==> src/rtl/pipeline_ctrl_if.sv <==
// ---------------------------------------------------------------------------
// pipeline_ctrl_if
// Bundle of signals between the central pipeline controller and the stages
// it governs.
//   stallreq_if/id/ex/mem : per-stage stall requests (stage -> controller)
//   if_busy               : instruction fetch transaction outstanding
//   mem_excepttype        : MEM-stage exception type, nonzero = exception
//   cp0_epc               : current EPC from CP0
//   stall[5:0]            : bit0 pc .. bit5 wb, 1 = hold (controller -> stages)
//   flush                 : clear all inter-stage registers this cycle
//   pc_redirect, new_pc   : pc register loads new_pc at the next edge
// Modports: master = controller side, slave = pipeline side.
// ---------------------------------------------------------------------------
interface pipeline_ctrl_if;
    logic        stallreq_if;
    logic        stallreq_id;
    logic        stallreq_ex;
    logic        stallreq_mem;
    logic        if_busy;
    logic [31:0] mem_excepttype;
    logic [31:0] cp0_epc;
    logic [5:0]  stall;
    logic        flush;
    logic        pc_redirect;
    logic [31:0] new_pc;

    modport master (
        input  stallreq_if, stallreq_id, stallreq_ex, stallreq_mem,
        input  if_busy, mem_excepttype, cp0_epc,
        output stall, flush, pc_redirect, new_pc
    );

    modport slave (
        output stallreq_if, stallreq_id, stallreq_ex, stallreq_mem,
        output if_busy, mem_excepttype, cp0_epc,
        input  stall, flush, pc_redirect, new_pc
    );
endinterface

==> src/rtl/pipeline_ctrl.sv <==
// ---------------------------------------------------------------------------
// pipeline_ctrl
// Central pipeline controller. Arbitrates stage stall requests into the
// stall[5:0] vector, converts MEM-stage exceptions into a single-cycle flush
// plus PC redirect, and defers the redirect (DRAIN state) while an
// instruction fetch is still outstanding on the bus.
// Ports:
//   clk, rst     : clock, synchronous active-high reset
//   ctrl         : pipeline_ctrl_if.master (requests in, stall/flush/redirect out)
//   stall_cycles : (PIPE_CTRL_PERF_EN only) cycles with stall != 0
//   flush_count  : (PIPE_CTRL_PERF_EN only) cycles with flush == 1
// Optional feature macro: PIPE_CTRL_PERF_EN adds the two perf counters.
// ---------------------------------------------------------------------------
module pipeline_ctrl #(
    parameter logic [31:0] EXC_VECTOR = 32'h80000180,
    parameter logic [31:0] ERET_CODE  = 32'h0000000e
) (
    input  logic                  clk,
    input  logic                  rst,
`ifdef PIPE_CTRL_PERF_EN
    output logic [31:0]           stall_cycles,
    output logic [31:0]           flush_count,
`endif
    pipeline_ctrl_if.master       ctrl
);

    typedef enum logic {
        RUN   = 1'b0,
        DRAIN = 1'b1
    } state_t;

    state_t      state;
    state_t      state_next;
    logic [31:0] pending_pc;
    logic [31:0] pending_pc_next;
    logic [31:0] exc_target;

    // Exception target: ERET returns to EPC, everything else to the vector.
    assign exc_target = (ctrl.mem_excepttype == ERET_CODE) ? ctrl.cp0_epc : EXC_VECTOR;

    always_ff @(posedge clk) begin
        if (rst) begin
            state      <= RUN;
            pending_pc <= 32'h0;
        end else begin
            state      <= state_next;
            pending_pc <= pending_pc_next;
        end
    end

    // Outputs are combinational so the stage registers act on them in the
    // same cycle. While rst is high the outputs are held at reset values.
    always_comb begin
        state_next       = state;
        pending_pc_next  = pending_pc;
        ctrl.stall       = 6'b000000;
        ctrl.flush       = 1'b0;
        ctrl.pc_redirect = 1'b0;
        ctrl.new_pc      = 32'h0;

        if (rst) begin
            state_next      = RUN;
            pending_pc_next = 32'h0;
        end else begin
            case (state)
                RUN: begin
                    if (ctrl.mem_excepttype != 32'h0) begin
                        // Exception beats every stall request; a faulting
                        // access has no bus request left to wait for.
                        ctrl.flush  = 1'b1;
                        ctrl.new_pc = exc_target;
                        if (ctrl.if_busy) begin
                            pending_pc_next = exc_target;
                            state_next      = DRAIN;
                        end else begin
                            ctrl.pc_redirect = 1'b1;
                        end
                    end else if (ctrl.stallreq_mem) begin
                        ctrl.stall = 6'b011111;
                    end else if (ctrl.stallreq_ex) begin
                        ctrl.stall = 6'b001111;
                    end else if (ctrl.stallreq_id) begin
                        ctrl.stall = 6'b000111;
                    end else if (ctrl.stallreq_if) begin
                        ctrl.stall = 6'b000011;
                    end
                end
                DRAIN: begin
                    // Pipeline only holds flushed bubbles here, so stage
                    // requests and new exceptions are ignored.
                    ctrl.new_pc = pending_pc;
                    if (ctrl.if_busy) begin
                        ctrl.stall = 6'b000011;
                    end else begin
                        ctrl.pc_redirect = 1'b1;
                        state_next       = RUN;
                    end
                end
                default: begin
                    state_next = RUN;
                end
            endcase
        end
    end

`ifdef PIPE_CTRL_PERF_EN
    // Free-running event counters, wrapping naturally at 2^32.
    always_ff @(posedge clk) begin
        if (rst) begin
            stall_cycles <= 32'h0;
            flush_count  <= 32'h0;
        end else begin
            if (ctrl.stall != 6'b000000) begin
                stall_cycles <= stall_cycles + 32'h1;
            end
            if (ctrl.flush) begin
                flush_count <= flush_count + 32'h1;
            end
        end
    end
`endif

endmodule

==> src/flat_wrapper.sv <==
// flat-port wrapper written by rule: the top's interface ports become plain ports
module pipeline_ctrl_flat 
#(
    parameter logic [31:0] EXC_VECTOR = 32'h80000180,
    parameter logic [31:0] ERET_CODE  = 32'h0000000e
)
  (clk, rst, ctrl_stallreq_if, ctrl_stallreq_id, ctrl_stallreq_ex, ctrl_stallreq_mem, ctrl_if_busy, ctrl_mem_excepttype, ctrl_cp0_epc, ctrl_stall, ctrl_flush, ctrl_pc_redirect, ctrl_new_pc);
  pipeline_ctrl_if ctrl_i ();
  input  logic clk;
  input  logic rst;
  input wire logic [$bits(ctrl_i.stallreq_if)-1:0] ctrl_stallreq_if;
  input wire logic [$bits(ctrl_i.stallreq_id)-1:0] ctrl_stallreq_id;
  input wire logic [$bits(ctrl_i.stallreq_ex)-1:0] ctrl_stallreq_ex;
  input wire logic [$bits(ctrl_i.stallreq_mem)-1:0] ctrl_stallreq_mem;
  input wire logic [$bits(ctrl_i.if_busy)-1:0] ctrl_if_busy;
  input wire logic [$bits(ctrl_i.mem_excepttype)-1:0] ctrl_mem_excepttype;
  input wire logic [$bits(ctrl_i.cp0_epc)-1:0] ctrl_cp0_epc;
  output wire logic [$bits(ctrl_i.stall)-1:0] ctrl_stall;
  output wire logic [$bits(ctrl_i.flush)-1:0] ctrl_flush;
  output wire logic [$bits(ctrl_i.pc_redirect)-1:0] ctrl_pc_redirect;
  output wire logic [$bits(ctrl_i.new_pc)-1:0] ctrl_new_pc;
  assign ctrl_i.stallreq_if = ctrl_stallreq_if;
  assign ctrl_i.stallreq_id = ctrl_stallreq_id;
  assign ctrl_i.stallreq_ex = ctrl_stallreq_ex;
  assign ctrl_i.stallreq_mem = ctrl_stallreq_mem;
  assign ctrl_i.if_busy = ctrl_if_busy;
  assign ctrl_i.mem_excepttype = ctrl_mem_excepttype;
  assign ctrl_i.cp0_epc = ctrl_cp0_epc;
  assign ctrl_stall = ctrl_i.stall;
  assign ctrl_flush = ctrl_i.flush;
  assign ctrl_pc_redirect = ctrl_i.pc_redirect;
  assign ctrl_new_pc = ctrl_i.new_pc;
  pipeline_ctrl #(.EXC_VECTOR(EXC_VECTOR), .ERET_CODE(ERET_CODE)) u_core (.clk(clk), .rst(rst), .ctrl(ctrl_i));
endmodule
==> config.mk <==
export PLATFORM = sky130hd
export DESIGN_NAME = pipeline_ctrl_flat
export DESIGN_NICKNAME = d
export VERILOG_FILES = /design/src/rtl/pipeline_ctrl_if.sv /design/src/rtl/pipeline_ctrl.sv /design/src/flat_wrapper.sv
export SDC_FILE = /design/constraint.sdc
export NUM_CORES = 1
export LEC_CHECK = 0
export ABC_AREA = 1
export BUFFER_PORTS_ARGS = -buffer_cell sky130_fd_sc_hd__buf_2
export CAP_MARGIN = 20
export CORE_AREA = 2 2 100 102
export CTS_CLUSTER_DIAMETER = 40
export DETAILED_ROUTE_END_ITERATION = 12
export DIE_AREA = 0 0 102 104
export GPL_ROUTABILITY_DRIVEN = 0
export PLACE_DENSITY_LB_ADDON = 0.25
export SLEW_MARGIN = 20
export SYNTH_ARGS = -nofsm -noshare
export SYNTH_HDL_FRONTEND = slang
export SYNTH_SLANG_ARGS = --single-unit
==> constraint.sdc <==
create_clock -name clk -period 1.59 [get_ports clk]
set_clock_uncertainty 0.05 [all_clocks]
set_input_delay 0.159 -clock clk [delete_from_list [all_inputs] [get_ports clk]]
set_output_delay 0.159 -clock clk [all_outputs]
set_load 0.03 [all_outputs]
After elaboration in Yosys (flattened, before gate mapping)
Index checks and enable logic that the tools add are counted.

cells by class
  reductions and logical operators = 2
  multiply operators = 0
  bitwise logic cells = 1
  muxes and demuxes = 22
  $add $sub $neg = 0
  shift operators = 0
  magnitude comparators = 0
  eq/ne operators = 1
  div/mod/pow operators = 0

operator list
  operator                                                                 count
  32-bit 2-to-1 mux                                                        3
  32-bit one-hot mux with 2 select lines                                   1
  32-bit by 4-bit equality test with 1-bit output (second input constant)  1
  32-bit nonzero test                                                      1
  6-bit 2-to-1 mux                                                         5
  6-bit one-hot mux with 2 select lines                                    1
  1-bit 2-to-1 mux                                                         8
  2-bit 2-to-1 mux                                                         2
  1-bit one-hot mux with 2 select lines                                    2
  3-bit AND reduction                                                      1
  1-bit NOT                                                                1

storage, ports and cells
  bits in latches = 0
  word-level logic and storage cells = 28
  memories kept = 0
  register bits = 33
  bits in writable memories = 0
  memory bits (read-only) = 0

Depth between registers and ports, before layout
  word-level depth = 7
  gate-level depth with buffers = 10

Worst setup path after synthesis
Ideal clock, no wire load.

  kind = input-to-output
  from = input ctrl_mem_excepttype[31]
  to = output ctrl_stall[1]
  path buffers = 1
  setup slack = -0.210 ns
  cell stages on the path = 8
  data arrival time = 1.591 ns
  cell sequence = nor2_1 nand2_1 nor2_2 nand2_4 nor2_4 nand3_1 a21oi_1 buf_4

on the way
  cells in the longest elaborated chain, start to end = 4

RTL lines
  element                                line                 RTL
  start: declaration                     flat_wrapper.sv:16   input wire logic [$bits(ctrl_i.mem_excepttype)-1:0] ctrl_mem_excepttype;
  32-bit nonzero test                    pipeline_ctrl.sv:67  if (ctrl.mem_excepttype != 32'h0) begin
  6-bit 2-to-1 mux                       pipeline_ctrl.sv:67
  6-bit one-hot mux with 2 select lines  pipeline_ctrl.sv:65  case (state)
  6-bit 2-to-1 mux                       pipeline_ctrl.sv:61  if (rst) begin
  end: declaration                       flat_wrapper.sv:18   output wire logic [$bits(ctrl_i.stall)-1:0] ctrl_stall;

No other way between the ends.

Final worst setup path
  from = input ctrl_mem_excepttype[31]
  to = output ctrl_new_pc[22]

on the way
  cells in the longest elaborated chain, start to end = 5

RTL lines
  element                                          line                 RTL
  32-bit by 4-bit equality test with 1-bit output  pipeline_ctrl.sv:39  assign exc_target = (ctrl.mem_excepttype == ERET_CODE) ? ctrl.cp0_epc : EXC_VECTOR;
  32-bit 2-to-1 mux                                pipeline_ctrl.sv:39
  32-bit 2-to-1 mux *                              pipeline_ctrl.sv:67
  32-bit one-hot mux with 2 select lines *         pipeline_ctrl.sv:65
  32-bit 2-to-1 mux *                              pipeline_ctrl.sv:61
  end: declaration                                 flat_wrapper.sv:21   output wire logic [$bits(ctrl_i.new_pc)-1:0] ctrl_new_pc;

Mark *: on every way between the ends. The rest lies on a longest branch, timed or not.

==> key figures <==
CTS
  • Worst-skew pair later-pin latency: 280 ps
  • Post-CTS Hold Buffers: 0
  • H-tree depth: 2
  • CTS Sinks: 33
  • CTS Root Cell: clkbuf_8
  • CTS tree: done
  • Max Buffers Root-to-Sink: 2
  • Total CTS buffers: 5
  • Worst-path clk slew: 70 ps

Outcome
  • Failing checks: setup timing
  • Outcome: finished with violations

Floorplan
  • Initial core utilization: 24.16%
  • DIE WIDTH: 102 um
  • Die Height: 104 um
  • Die area: 10,610 um^2
  • Num ports: 111
  • # rows: 36
  • Core box area: 9549 um^2

Final layout
  • Post-layout nets: 664
  • Ant diodes: 0
  • Finished Cell Area: 4479 um^2
  • Area delta synth->final: 94.14%
  • Layout cells sized above 1: 46.04%
  • Final Util: 46.91%
  • Fill cells: 998
  • Finished Layout Cells: 726

Setup path
  • Cell family with most CP delay: simple AND/OR/NAND/NOR gates
  • Slowest CP cell: buf_12
  • Type of origin of the critical path: input pin
  • Worst Path Required: 1380 ps
  • Critical R2R Capture: u_core.pending_pc[27]$_SDFFE_PP0P_
  • R2r setup slk: 130 ps
  • RR Startpoint: u_core.state$_SDFF_PP0_
  • Worst-path maximum fanout: 7
  • CP arrival: 1500 ps
  • Critical Path, Cell by Cell: buf_2 > nor2_1 > nand2_2 > nor2_4 > nand2_4 > buf_6 > inv_4 > nand2_8 > buf_12 > nor2_4 > nand2_1 > nand2_1 > buf_6
  • Crit path kind: input pin to output port
  • Critical path endpoint category: output port
  • Worst Reg2Reg Path Length in Cells: 8
  • Worst path max stage delay: 170 ps
  • Worst Path Buf+Inv: 5

GRT
  • Total GRT Usage: 15.74%
  • Grt total ovfl: 0
  • First-pass GRT wire length: 13.21 mm
  • Largest net degree at the start of global routing: 31
  • Vias in the first global route: 2,872
  • Antenna violations before repair: 0

Pwr
  • LEAKAGE: 0.002268 uW
  • Combinational Power Share: 29.8%
  • PD cells: 498.3 nW/um^2
  • Flop pwr share: 41.0%
  • Internal: 1530 uW
  • Net Sw Power: 702.3 uW
  • Maximum VDD drop: 0.2541 mV
  • Switching Share: 31.46%
  • Clock power frac: 29.2%

Logic synthesis
  • Syn_nets: 501
  • Syn. warnings: 0
  • Avg Synthesized Cell Area: 5.366 um^2
  • Area leader, netlist: dfxtp_1
  • Gate Count Post-Synth: 430
  • Yosys cell types: 22
  • Post-Syn Area: 2307 um^2
  • Synth top area share: 28.63%
  • Seq/Total Area, Yosys: 28.63%
  • Ranking of synthesized cells by area: dfxtp_1 (29%), nand2_1 (27%), nor2_1 (18%)
  • Post-synthesis register bit count: 33

Timing
  • RSZ-0062 raised after global routing: yes
  • Fmax: 585.2 MHz
  • Final period utilization: 107.5%
  • Final min period: 1709 ps
  • Final WS setup: -118.9 ps
  • Slew Limit Fails: 0
  • Fin Setup TNS: -2249 ps
  • Final setup fails: 36
  • Fin. Hold Viols: 0

Drt
  • Antenna-violating nets left: 0
  • Pre-antenna DRT Iters: 4
  • DRC: 0
  • Via count: 2,946
  • DR WL/cell: 11.78 um
  • Initial DRC count: 54
  • Vias per cell: 4.058
  • WL final: 8.552 mm

Place
  • Post-placement cell area: 3278 um^2
  • Buffers on Ports: 109
  • Worst slack, placed: -451.7 ps
  • Post-Place Cells: 694
  • Post-DP HPWL: 4.915 mm

Min path
  • Worst Hold Class: input pin to register
  • Min-delay src: ctrl_cp0_epc[3]
  • Worst Hold Depth: 5
  • Hold worst-path end: u_core.pending_pc[3]$_SDFFE_PP0P_

Job
  • Max cap viols: 0
## worst reg2reg max path, stage by stage (launching register included)
cell and delay (ps):
dfxtp_4 350, buf_6 130, inv_8 60, buf_8 120
nand2_1 90, o21bai_4 210, buf_12 170, nor2_1 120
nor2_1 50
## routing by layer
metal  track usage [%]  share of wire (%)
met4             4.095                1.4
met5                 0                  0
met1             19.19                 45
met3             2.688                2.9
met2             28.10                 51
## power by group through the flow
stage,Combinational [uW],Clock [uW],Sequential (uW)
3_3_place_gp,462,0,929
4_1_cts,608,683,913
3_5_place_dp,472,0,931
6_report,665,652,915
5_1_grt,732,720,922
2_1_floorplan,312,0,924
## how the worst max path moves through the flow
stage	from	endpoint	slack, ps	depth (start not counted)
after detailed placement	ctrl_mem_excepttype[7]	ctrl_new_pc[22]	-450	10
after floorplan	ctrl_mem_excepttype[31]	ctrl_stall[1]	-20	8
after CTS	u_core.state$_SDFF_PP0_	ctrl_new_pc[25]	-110	9
final	ctrl_mem_excepttype[31]	ctrl_new_pc[22]	-120	13
after global placement	ctrl_mem_excepttype[6]	ctrl_new_pc[22]	-410	10
after global routing	ctrl_mem_excepttype[31]	ctrl_new_pc[15]	-210	13
## metrics by stage
stage,power (uW),hold slack (ps)
finish,2232,147.7
CTS,2204,122.1
global route,2374,175.0
detailed placement,1403,429.3
floorplan,1236,301.6
global placement,1391,414.4
## final cells by class
type                            count  area (um^2)  area share, %
Multi-Input combinational cell    316         1728          38.58
Timing Repair Buffer              174         1580          35.28
Sequential cell                    33        664.4          14.83
Inverter                           63        254.0          5.670
Tap cell                          133        166.4          3.715
Clock buffer                        7        86.33          1.927
## what timing repair did
| item | 4_1_cts | 5_1_grt |
|---|---|---|
| setup endpoints to repair | 38 | 44 |
| pin swaps | 28 | 42 |
| gates resized for setup | 169 | 60 |
| cloned | 6 | 2 |
| setup buffers | 17 | 1 |
## cells in the final DEF, fill, tap and decap left out, drive strengths merged
cell / Yosys / routed
buf: 14 / 172
o21bai: 1 / 1
nand3b: 1 / 1
conb: 1 / 1
nand3: 9 / 9
nor3: 4 / 5
clkbuf: 5 / 9
nand2: 172 / 172
inv: 61 / 62
nand4: 1 / 1
nor2: 119 / 119
dfxtp: 33 / 33
a21oi: 7 / 7
clkinv: 2 / 1
## cells in the mapped netlist
cell      count
nand4_1       1
nand2_2       1
clkbuf_1      5
nor3_4        1
nand3_1       9
a21oi_1       7
clkinv_1      2
nand2_1     169
nand2_4       2
buf_2         5
o21bai_4      1
buf_6         5
buf_4         4
nand3b_1      1
nor2_4        1
nor3_1        3
conb_1        1
nor2_2        6
inv_1        59
nor2_1      112
inv_2         2
dfxtp_1      33
## flip-flops by register name, summed over array words and instances (netlist names)
register,cells
u_core.pending_pc,32
u_core.state,1
## cells by family (layout without fill, tap and decap cells)
| group | Yosys count | in the layout | share of synthesized area (%) |
|---|---|---|---|
| AOI/OAI and AO/OA | 8 | 8 | 2.332 |
| DFF | 33 | 33 | 28.63 |
| other | 1 | 1 | 0.1625 |
| and+or+nand+nor | 306 | 307 | 52.98 |
| buffers and inverters | 82 | 244 | 15.89 |
(Power assumes the default switching activity.)
